`config.mk`:
```
export PLATFORM = sky130hd
export DESIGN_NAME = direction_input
export DESIGN_NICKNAME = d
export VERILOG_FILES = /design/src/rtl/game2048_pkg.sv /design/src/rtl/button_debouncer.sv /design/src/rtl/direction_input.sv
export SDC_FILE = /design/constraint.sdc
export NUM_CORES = 1
export LEC_CHECK = 0
export BUFFER_PORTS_ARGS = -buffer_cell sky130_fd_sc_hd__buf_2
export CAP_MARGIN = 20
export CORE_MARGIN = 5
export CORE_UTILIZATION = 45
export CTS_CLUSTER_SIZE = 8
export DETAILED_ROUTE_END_ITERATION = 8
export SKIP_CTS_REPAIR_TIMING = 1
export SYNTH_ARGS = -nofsm -noshare
export SYNTH_HDL_FRONTEND = slang
export SYNTH_SLANG_ARGS = --single-unit
```
`constraint.sdc`:
```
create_clock -name clk -period 4.5 [get_ports clk]
set_input_delay 0.9 -clock clk [delete_from_list [all_inputs] [get_ports clk]]
set_output_delay 0.9 -clock clk [all_outputs]
set_load 0.02 [all_outputs]
```
`src/rtl/game2048_pkg.sv`:
```
// game2048_pkg
// Constants and types shared by the 2048 game blocks:
//   DIR_*          one-hot move commands driven onto the controller's direction input
//   GS_*           controller status codes carried on game_state
//   input_state_t  sequencing states of the direction_input front-end
//   is_one_hot     true when exactly one bit of a 4-bit button vector is set
package game2048_pkg;

    localparam logic [3:0] DIR_UP    = 4'b0001;
    localparam logic [3:0] DIR_DOWN  = 4'b0010;
    localparam logic [3:0] DIR_LEFT  = 4'b0100;
    localparam logic [3:0] DIR_RIGHT = 4'b1000;

    localparam logic [1:0] GS_NOT_PLAYING = 2'b00;
    localparam logic [1:0] GS_PLAYING     = 2'b01;
    localparam logic [1:0] GS_WIN         = 2'b10;
    localparam logic [1:0] GS_LOSE        = 2'b11;

    typedef enum logic [1:0] {
        WAIT_RELEASE = 2'd0,
        ARMED        = 2'd1,
        ISSUE        = 2'd2
    } input_state_t;

    // Clearing the lowest set bit leaves zero only for a single-bit vector.
    function automatic logic is_one_hot(input logic [3:0] v);
        return (v != 4'b0000) && ((v & (v - 4'b0001)) == 4'b0000);
    endfunction

endpackage

```
`src/rtl/button_debouncer.sv`:
```
// button_debouncer
// One push-button bit: two-flop synchronizer followed by a persistence filter.
//   clk, rst  clock and synchronous active-high reset
//   btn       raw asynchronous button level
//   btn_db    debounced level; follows the synchronized level only after it
//             has differed for DEBOUNCE_CYCLES consecutive cycles
//   quiet     synchronizer stages and debounced level are all low, i.e. the
//             button is released with nothing pending in the pipeline
module button_debouncer #(
    parameter int DEBOUNCE_CYCLES = 500000
) (
    input  logic clk,
    input  logic rst,
    input  logic btn,
    output logic btn_db,
    output logic quiet
);

    localparam int CNT_W = (DEBOUNCE_CYCLES > 2) ? $clog2(DEBOUNCE_CYCLES) : 1;
    localparam logic [CNT_W-1:0] CNT_LAST = CNT_W'(DEBOUNCE_CYCLES - 1);

    logic             sync_p0;
    logic             sync_p1;
    logic [CNT_W-1:0] cnt;

    // Stage p0/p1: metastability guard; sync_p1 is the synchronized level.
    always_ff @(posedge clk) begin
        if (rst) begin
            sync_p0 <= 1'b0;
            sync_p1 <= 1'b0;
        end else begin
            sync_p0 <= btn;
            sync_p1 <= sync_p0;
        end
    end

    // Persistence filter: any agreement restarts the count, so a glitch
    // shorter than DEBOUNCE_CYCLES never propagates.
    always_ff @(posedge clk) begin
        if (rst) begin
            cnt    <= '0;
            btn_db <= 1'b0;
        end else if (sync_p1 == btn_db) begin
            cnt <= '0;
        end else if (cnt == CNT_LAST) begin
            cnt    <= '0;
            btn_db <= sync_p1;
        end else begin
            cnt <= cnt + CNT_W'(1);
        end
    end

    assign quiet = ~sync_p0 & ~sync_p1 & ~btn_db;

endmodule

```
`src/rtl/direction_input.sv`:
```
// direction_input
// Turns four raw buttons into the registered one-hot direction command of the
// 2048 controller. A command is issued for a single debounced press while the
// game is playing, held until the controller leaves playing (accepted) or the
// hold timer expires, and re-armed only after every button is released.
//   clk, rst     clock and synchronous active-high reset
//   btn          raw buttons: bit0 up, bit1 down, bit2 left, bit3 right
//   game_state   controller status (00 not playing, 01 playing, 10 win, 11 lose)
//   direction    registered one-hot command, 0 when idle
//   btn_db       debounced button levels
//   move_count   accepted commands, saturating at 16'hFFFF
//   cmd_timeout  one-cycle pulse when a held command expires unaccepted
module direction_input
    import game2048_pkg::*;
#(
    parameter int DEBOUNCE_CYCLES = 500000,
    parameter int TIMEOUT_CYCLES  = 50000000
) (
    input  logic        clk,
    input  logic        rst,
    input  logic [3:0]  btn,
    input  logic [1:0]  game_state,
    output logic [3:0]  direction,
    output logic [3:0]  btn_db,
    output logic [15:0] move_count,
    output logic        cmd_timeout
);

    localparam int HOLD_W = (TIMEOUT_CYCLES > 2) ? $clog2(TIMEOUT_CYCLES) : 1;
    localparam logic [HOLD_W-1:0] HOLD_LAST = HOLD_W'(TIMEOUT_CYCLES - 1);

    logic [3:0]        quiet;
    logic              primed;
    logic              playing;
    logic              press_valid;
    logic              all_released;
    logic [HOLD_W-1:0] hold_cnt;
    input_state_t      state;
    input_state_t      next_state;
    logic              load_cmd;
    logic              accept;
    logic              expire;

    genvar gi;
    for (gi = 0; gi < 4; gi++) begin : g_btn
        button_debouncer #(
            .DEBOUNCE_CYCLES(DEBOUNCE_CYCLES)
        ) u_db (
            .clk   (clk),
            .rst   (rst),
            .btn   (btn[gi]),
            .btn_db(btn_db[gi]),
            .quiet (quiet[gi])
        );
    end

    assign playing     = (game_state == GS_PLAYING);
    assign press_valid = is_one_hot(btn_db);
    // primed holds off arming for the first cycle after reset, when the
    // synchronizers are still cleared and cannot yet show a button held
    // through reset.
    assign all_released = primed && (quiet == 4'b1111);

    always_ff @(posedge clk) begin
        if (rst) begin
            state <= WAIT_RELEASE;
        end else begin
            state <= next_state;
        end
    end

    always_comb begin
        next_state = state;
        unique case (state)
            WAIT_RELEASE: if (all_released) next_state = ARMED;
            ARMED:        if (press_valid && playing) next_state = ISSUE;
            ISSUE:        if (!playing || hold_cnt == HOLD_LAST) next_state = WAIT_RELEASE;
            default:      next_state = WAIT_RELEASE;
        endcase
    end

    // Acceptance is tested first so it wins a tie with the timeout.
    always_comb begin
        load_cmd = (state == ARMED) && press_valid && playing;
        accept   = (state == ISSUE) && !playing;
        expire   = (state == ISSUE) && playing && (hold_cnt == HOLD_LAST);
    end

    always_ff @(posedge clk) begin
        if (rst) begin
            primed      <= 1'b0;
            direction   <= 4'b0000;
            hold_cnt    <= '0;
            move_count  <= 16'd0;
            cmd_timeout <= 1'b0;
        end else begin
            primed      <= 1'b1;
            cmd_timeout <= expire;
            if (load_cmd) begin
                direction <= btn_db;
                hold_cnt  <= '0;
            end else if (accept || expire) begin
                direction <= 4'b0000;
            end else if (state == ISSUE) begin
                hold_cnt <= hold_cnt + HOLD_W'(1);
            end
            if (accept && move_count != 16'hFFFF) begin
                move_count <= move_count + 16'd1;
            end
        end
    end

endmodule

```
# Word-level counts from Yosys, hierarchy flattened
# Cells that the tools add are included.
dict set report word_totals {
  elab_cells 106
  out_inout_bits 25
  register_bits 138
  input_bits 8
}
dict set report classes {
  reduce_logical 27
  addsub 7
  n_mux 7
  bitwise 26
  eq_ne 17
}
# operator count
set op_table {}
lappend op_table {{$add 19x1->19 const B} 4}
lappend op_table {{$eq 19x19->1 const B} 4}
lappend op_table {{$add 26x1->26 const B} 1}
lappend op_table {{$eq 26x26->1 const B} 1}
lappend op_table {{$not 1->1} 17}
lappend op_table {{$add 16x1->16 const B} 1}
lappend op_table {{$ne 16x16->1 const B} 1}
lappend op_table {{$reduce_or 3->1} 4}
lappend op_table {{$reduce_and 2->1} 5}
lappend op_table {{$logic_and 1x1->1} 9}
lappend op_table {{$and 1x1->1} 8}
lappend op_table {{$mux 4} 2}
lappend op_table {{$mux 2} 3}
lappend op_table {{$ne 2x2->1 const B} 3}
lappend op_table {{$pmux 2 s3} 1}
lappend op_table {{$and 4x4->4} 1}
lappend op_table {{$eq 1x1->1} 4}
lappend op_table {{$eq 2x1->1 const B} 2}
lappend op_table {{$eq 4x4->1 const B} 1}
lappend op_table {{$logic_not 4->1} 1}
lappend op_table {{$reduce_bool 4->1} 1}
lappend op_table {{$sub 4x1->4 const B} 1}
lappend op_table {{$reduce_and 3->1} 1}
lappend op_table {{$eq 2x2->1 const B} 1}
lappend op_table {{6 further kinds} 7}

# Logic depth before layout (Yosys ltp)
# Gate-level depths: netlist (run 1).
dict set report depth {
  word_depth 7
  ltp_mapped 8
  mapped_depth_nobuf 6
}

# Hierarchy
# From an unflattened synthesis (run 1), not the netlist that was laid out.
dict set report hier_totals {
  cells_unflattened 727
  hier_area_um2 6417.4
}
# module cells_per_inst area_each_um2 instances
set modules_own_cells {}
lappend modules_own_cells {button_debouncer 113 997.2 4}
lappend modules_own_cells {direction_input 275 2428.6 1}

# Least setup slack after synthesis (run 1)
# No wires, ideal clock.
dict set report synth_timing {
  path_kind {input to register}
  start {input game_state[1]}
  end {register hold_cnt[25]}
  setup_ns 0.059
  t_arrival_ns 2.173
  n_path_buf 0
  slack_ns 2.267
  cell_stages 5
  required_ns 4.441
  path_cell_list {nand4bb_1 -> nor4_2 -> nand3_1 -> or4_1 -> nand2_1}
}
dict set report synth_via {
  elab_chain_cells 6
  elab_cells_between_ends 10
}
# item line
set synth_lines {}
lappend synth_lines {{start: declaration} direction_input.sv:22} ;# input logic [1:0] game_state,
lappend synth_lines {{$eq 2x1->1 *} direction_input.sv:57} ;# assign playing = (game_state == GS_PLAYING);
lappend synth_lines {{$logic_not 1->1 / $logic_and 1x1->1 (equally long branches)} {direction_input.sv:85, direction_input.sv:86}}
lappend synth_lines {{$logic_and 1x1->1 (on tied branches)} {direction_input.sv:85, direction_input.sv:86}}
lappend synth_lines {{$logic_or 1x1->1} direction_input.sv:102} ;# end else if (accept || expire) begin
lappend synth_lines {{$not 1->1 (no source line)} n/a}
lappend synth_lines {{$reduce_and 2->1 (no source line)} n/a}
lappend synth_lines {{end signal: assignment} direction_input.sv:105} ;# hold_cnt <= hold_cnt + HOLD_W'(1);
lappend synth_lines {{end: declaration} direction_input.sv:37} ;# logic [HOLD_W-1:0] hold_cnt;
# Mark *: on every way between the ends. The rest lies on a longest branch, timed or not.
# A chain may end at the register's enable or synchronous reset.

# Worst setup path after layout (run 1)
dict set report layout_timing {
  start {input game_state[0]}
  end {register direction[0]}
}
dict set report layout_via {
  elab_chain_cells 5
  elab_cells_between_ends 9
}
# item line
set layout_lines {}
lappend layout_lines {{$eq 2x1->1 *} direction_input.sv:57}
lappend layout_lines {{$logic_not 1->1 / $logic_and 1x1->1 (equally long branches)} {direction_input.sv:85, direction_input.sv:86}}
lappend layout_lines {{$logic_and 1x1->1 (on tied branches)} {direction_input.sv:85, direction_input.sv:86}}
lappend layout_lines {{$logic_or 1x1->1} direction_input.sv:102}
lappend layout_lines {{$reduce_bool 2->1 (no source line)} n/a}
lappend layout_lines {{end signal: assignment} direction_input.sv:100} ;# direction <= btn_db;
lappend layout_lines {{end: declaration} direction_input.sv:23} ;# output logic [3:0] direction,
# Marks and branches as above.

==> results of run 1 <==
## power breakdown
part / leakage (nW) / total, mW / switching, mW / internal, mW
sequential: 1.11 / 1.23 / 0.00411 / 1.23
combinational: 0.850 / 0.0308 / 0.0209 / 0.00990
clock: 0.260 / 1.29 / 0.520 / 0.765
total: 2.22 / 2.55 / 0.545 / 2.00
## per-layer routing
layer  up-vias  part of all wire [%]  wire [um]
li1       2525                     -          -
met3        17                   3.7        461
met5         -                     0          0
met4         0                   1.8        218
met1      2299                    49       6040
met2        66                    46       5620
## placed cells by master (no fill, tap or decap), types with 4 or more instances in the layout
master,n
nor3_1,16
nor2b_1,13
nor4b_1,6
or3_1,24
nand4_1,30
ha_1,6
nand3_1,38
nor2_1,126
and3_1,11
o21ai_0,22
buf_2,32
clkinvlp_4,4
and2_1,4
inv_1,13
a32o_1,4
mux2i_1,5
clkbuf_16,17
nand2_1,53
xor2_1,40
xnor2_1,50
and4_1,14
a21oi_1,23
nor4_1,19
dfxtp_1,138
clkinv_2,5
## state kept, by name (all words and copies together) (netlist names), 2 cells and up
register and cells:
g_btn.u_db.btn_db 4, state 2, direction 4, g_btn.u_db.sync_p0 4, hold_cnt 26, g_btn.u_db.cnt 76
g_btn.u_db.sync_p1 4, move_count 16
## worst reg2reg max path: stages (launching register included)
cell and delay [ns]:
dfxtp_1 0.36, ha_1 0.22, and4_1 0.28, nand2_1 0.16, nor3_1 0.43, or3_1 0.60, nor2_1 0.12
## how the worst min path moves through the flow
stage | to | slack, ns
after floorplan | g_btn[1].u_db.cnt[0] | 0.43
after global placement | g_btn[1].u_db.cnt[0] | 0.44
after detailed placement | g_btn[1].u_db.cnt[0] | 0.45
after CTS | g_btn[1].u_db.cnt[0] | 0.46
after global routing | g_btn[0].u_db.sync_p1 | 0.47
final | g_btn[1].u_db.cnt[0] | 0.46
## final cells by class
type                    instances  area (um^2)
clock buffers                  19          443
clock inverters                12          103
fillers                      1256         6360
inverters                      13         48.8
multi-input cells             533         3170
flip-flops and latches        138         2760
well taps                     176          220
repair buffers                 34          183
## cells by family (layout without fill, tap and decap cells)
family | count (synthesis) | count (layout) | share of synthesized area [%]
muxes | 5 | 5 | 0.819
DFF | 138 | 138 | 45.2
AOI/OAI and AO/OA | 59 | 59 | 5.67
adders and majority gates | 6 | 6 | 1.23
xor gates and xnor gates | 90 | 90 | 12.9
and+or+nand+nor | 373 | 373 | 31.2
buffers and inverters | 39 | 78 | 2.97
==> impl_metrics.csv, run 1 <==
group,metric,value,unit
pwr,finalPower,2.55,mW
timing,rsz0062_at_grt,"no",
synth,synth_top_area_cell,"dfxtp_1",
route,routed_wl,12.3,mm
timing,tightest_slew,0.849,ns
timing,final.setup.tns,0,ns
synth,synth_cell_types,45,
worst_setup_path,r2r_cells,6,
timing,finalCritPeriodShare,56.1,%
clock_tree,cts_sinks,138,
clock_tree,clk-insertion-delay-late,0.42,ns
route,drc,0,
synth,synth_common_cells,"dfxtp_1, nor2_1, nand2_1, xnor2_1, xor2_1",
clock_tree,clk_pin_slew,0.06,ns
worst_setup_path,cp.depth,6,
route,wire_per_inst,13.3,um
min_path,hold_class,"flip-flop to flip-flop",
timing,whs,0.456,ns
worst_setup_path,worstSetupPathType,"input pin to flip-flop",
place,dpl_worst_slack,1.52,ns
timing,fin_ws,1.98,ns
global_route,grt.met2_usage,25.4,%
cells_and_area,antenna_cells,0,
synth,synthCells,710,
timing,final_max_slew_viol_count,0,
outcome,run_status,"complete, no violations",
worst_setup_path,cp-start-kind,"input pin",
timing,max_freq,396,MHz
synth,synth_top_area_share,45.2,%
cells_and_area,fin_cells,925,
global_route,grt_busiest_layer,"met2",
route,via_per_inst,5.30,
route,vias,4907,
pwr,p_leak,2.22,nW
worst_setup_path,reg2reg_to,"g_btn[1].u_db.cnt[7]",
place,hpwl,8.48,mm
die,die_w,127,um
global_route,grt_start_max_net_pins,41,
synth,synth_ff_type,"dfxtp_1",
global_route,met1_usage,20.7,%
synth,synth_nets,724,
cells_and_area,post-route-util,52.1,%
worst_setup_path,ff2ff_setup_slack,2.19,ns
clock_tree,cts_tree,"built",
place,gp_congestion,0.830,
synth,ys_warn_count,0,
route,drt_iter0_drc,280,
worst_setup_path,worstSetupStartpoint,"game_state[0]",
route,antenna_left,0,
global_route,gr-usage-all-layers,16.1,%
synth,ys_top_cells_by_area,"dfxtp_1, nor2_1, xnor2_1, xor2_1, nand2_1",
place,place_area,6370,um^2
worst_setup_path,path_buf_inv,1,
cells_and_area,finalInstanceArea,6930,um^2
worst_setup_path,cp.arrival,2.83,ns
timing,hold_viol,0,
die,rows,42,
flow_run,maxCapViolations,0,
place,io_buffers,32,
die,io_pins,33,
timing,relSlewSlack,43.4,%
die,die_area,16000,um^2
synth,ys_seq_area_share,45.2,%
min_path,hp-start,"g_btn[1].u_db.cnt[0]",
synth,synth_edf_count,0,
synth,yosysMostFrequentCell,"dfxtp_1",
clock_tree,cts-root-buf,"clkbuf_16",
worst_setup_path,cp-endpoint,"direction[0]",
clock_tree,cts_htree_levels,4,
synth,async_flop_share,0,%
synth,ys_seq_elements,138,
min_path,worstHoldPathCells,1,
worst_setup_path,crit_path_end_kind,"flip-flop",
die,core,13300,um^2
timing,clock_skew,0.00679,ns
global_route,globalRouteOverflowTotal,0,
route,dr.pass1.iters,4,
synth,avgSynthCellArea,8.61,um^2
cells_and_area,area_growth_syn_to_layout,13.3,%
clock_tree,clockBufferDepth,2,
timing,fin_crit,2.52,ns
clock_tree,cts_buffers,17,
worst_setup_path,cpPeakStageDelay,0.69,ns
cells_and_area,final_nets,751,
global_route,grt_pass1_wl,21.4,mm
timing,final-setup-viol-count,0,
global_route,grt_antenna_before_repair,0,
worst_setup_path,crit_slowest_cell,"a21o_1",
worst_setup_path,cp.required,4.81,ns
place,dp.cells,893,
pwr,vdd_ir_drop_max,0.264,mV
worst_setup_path,rr_startpoint,"g_btn[1].u_db.cnt[0]",
worst_setup_path,critical-path-top-delay-family,"compound AO/OA/AOI/OAI gates",
pwr,p_per_area,368,nW/um^2
synth,synthesis.area,6110,um^2
global_route,grtUsageMet3,4.37,%
die,initial_core_util,46.0,%
cells_and_area,drive_gt1_share,9.61,%
worst_setup_path,path_max_fanout,26,
global_route,grt_pass1_vias,4595,
die,fp.dieH,127,um
worst_setup_path,critical_path.cell_chain,"buf_2 > nor2b_1 > and4_1 > a21o_1 > nor2_1 > a32o_1",
No activity file was read; power rests on OpenSTA's default activity.
==> run 2: changes to the inputs <==
clock period = 2.5 ns   (was 4.5 ns; I/O delays follow)
==> impl_metrics.csv, run 2 (same netlist as run 1, synthesis figures left out) <==
group,metric,value,unit
outcome,run_status,"complete, no violations",
clock_tree,cts_buffers,17,
clock_tree,cts_sinks,138,
cells_and_area,final_nets,756,
global_route,grt_pass1_wl,21.7,mm
pwr,clock_power_share,53.7,%
cells_and_area,largest_reg_flops,76,
worst_setup_path,r2r_cells,5,
clock_tree,cts_tree,"built",
global_route,gr-usage-all-layers,16.3,%
die,fp.dieH,127,um
clock_tree,cts_htree_levels,4,
worst_setup_path,cp.arrival,2.38,ns
route,wl_met3,547,um
timing,final_max_slew_viol_count,0,
place,gp_congestion,0.861,
route,top_layer,"met4",
timing,finalCritPeriodShare,80.8,%
clock_tree,clockBufferDepth,2,
pwr,intPower,3.90,mW
pwr,p_leak,2.28,nW
timing,hold_viol,0,
pwr,vdd_ir_drop_max,0.470,mV
timing,max_freq,495,MHz
die,core,13300,um^2
worst_setup_path,cp-start-kind,"flip-flop",
timing,relSlewSlack,57.6,%
min_path,hold_class,"input pin to flip-flop",
route,via_per_inst,5.28,
pwr,p_sw,1.01,mW
route,drt-met1-wl,5.98,mm
route,drc,0,
global_route,grt_start_max_net_pins,25,
die,die_area,16000,um^2
pwr,finalPower,4.91,mW
worst_setup_path,worstSetupStartpoint,"hold_cnt[2]",
cells_and_area,layout_commonest_cell,"dfxtp_1",
pwr,p_per_area,697,nW/um^2
timing,final-setup-viol-count,0,
global_route,grt_antenna_before_repair,0,
place,hpwl,8.72,mm
route,dr.pass1.iters,4,
pwr,seqPwrFrac,45.2,%
cells_and_area,largest-register,"g_btn.u_db.cnt",
timing,fin_crit,2.02,ns
min_path,hold_path_end,"g_btn[2].u_db.sync_p0",
die,initial_core_util,46.0,%
min_path,worstHoldPathCells,2,
worst_setup_path,rr_startpoint,"hold_cnt[2]",
cells_and_area,fillers,1242,
worst_setup_path,worstSetupPathType,"flip-flop to flip-flop",
timing,final.setup.tns,0,ns
flow_run,maxCapViolations,0,
clock_tree,clk_pin_slew,0.06,ns
cells_and_area,antenna_cells,0,
timing,rsz0062_at_grt,"no",
worst_setup_path,crit_path_end_kind,"flip-flop",
clock_tree,cts-root-buf,"clkbuf_16",
global_route,grt_pass1_vias,4746,
route,vias,4912,
cells_and_area,area_growth_syn_to_layout,15.1,%
clock_tree,clk-insertion-delay-late,0.41,ns
die,rows,42,
timing,tightest_slew,0.631,ns
route,antenna_left,0,
place,io_buffers,32,
die,die_w,127,um
cells_and_area,reg_top3,"g_btn.u_db.cnt x76, hold_cnt x26, move_count x16",
cells_and_area,mostFrequentLayoutCells,"dfxtp_1, nor2_1, nand2_1",
worst_setup_path,reg2reg_to,"hold_cnt[25]",
route,wl_met2,5.49,mm
route,wire_per_inst,13.1,um
route,drt_iter0_drc,343,
min_path,hp-start,"btn[2]",
timing,clock_skew,0.00669,ns
worst_setup_path,ff2ff_setup_slack,0.48,ns
route,routed_wl,12.2,mm
cells_and_area,drive_gt1_share,10.5,%
worst_setup_path,path_max_fanout,6,
pwr,swShare,20.6,%
global_route,globalRouteOverflowTotal,0,
pwr,pwr-share-comb,1.2,%
die,io_pins,33,
worst_setup_path,cp.required,2.86,ns
-- run 2: cell types whose count changed in the layout (fill, tap and decap cells not counted) --
cell	change
buf_4	+6
buf_8	-1
bufinv_16	+3
clkbuf_1	-1
clkbuf_8	-1
clkinv_2	-2
clkinv_4	+1
inv_6	+1
-- run 2: worst max path at each step --
stage / cells past startpoint / slack (ns) / to
after floorplan: 6 / 0.56 / move_count[5]
final: 5 / 0.48 / hold_cnt[25]
after global placement: 6 / 0.46 / hold_cnt[25]
after detailed placement: 6 / 0.41 / hold_cnt[25]
after CTS: 7 / 0.51 / g_btn[1].u_db.cnt[16]
after global routing: 7 / 0.32 / g_btn[1].u_db.cnt[7]
-- run 2: power by group through the flow --
stage | clock network (mW) | registers [mW] | logic [mW]
2_1_floorplan | 0 | 2.26 | 0.0413
3_3_place_gp | 0 | 2.26 | 0.0569
3_5_place_dp | 0 | 2.26 | 0.0575
4_1_cts | 2.69 | 2.22 | 0.0578
5_1_grt | 2.80 | 2.22 | 0.0651
6_report | 2.63 | 2.22 | 0.0570
-- run 2: per-layer routing --
metal | GRT usage [%] | vias up
li1 | - | 2531
met2 | 25.2 | 84
met5 | 0 | -
met4 | 6.12 | 0
met1 | 21.2 | 2281
met3 | 5.13 | 16
-- run 2: critical path, cell delays in order (launching register included) --
cell	delay [ns]
dfxtp_1	0.43
nand4_1	0.22
nor3_1	0.59
nand3_1	0.17
or4_1	0.49
nand2_1	0.07
-- run 2: layout make-up --
cell class / instances / area (um^2) / share of cell area, %
Tap cell: 176 / 220 / 3.13
Clock inverter: 15 / 200 / 2.84
Sequential cell: 138 / 2760 / 39.2
Inverter: 13 / 48.8 / 0.693
Clock buffer: 17 / 425 / 6.04
Multi-Input combinational cell: 533 / 3170 / 45.0
Timing Repair Buffer: 39 / 213 / 3.02
-- run 2: stage by stage --
step / area, um^2 / instances / utilization, % / hold WS [ns] / setup WS [ns]
floorplan: 6110 / 710 / - / 0.426 / 0.565
global placement: 6410 / 899 / 48.2 / 0.438 / 0.465
detailed placement: 6410 / 899 / 48.2 / 0.451 / 0.413
CTS: 7040 / 931 / 53.0 / 0.308 / 0.513
global route: 7040 / 931 / 53.0 / 0.318 / 0.320
finish: 7040 / 931 / 53.0 / 0.319 / 0.481
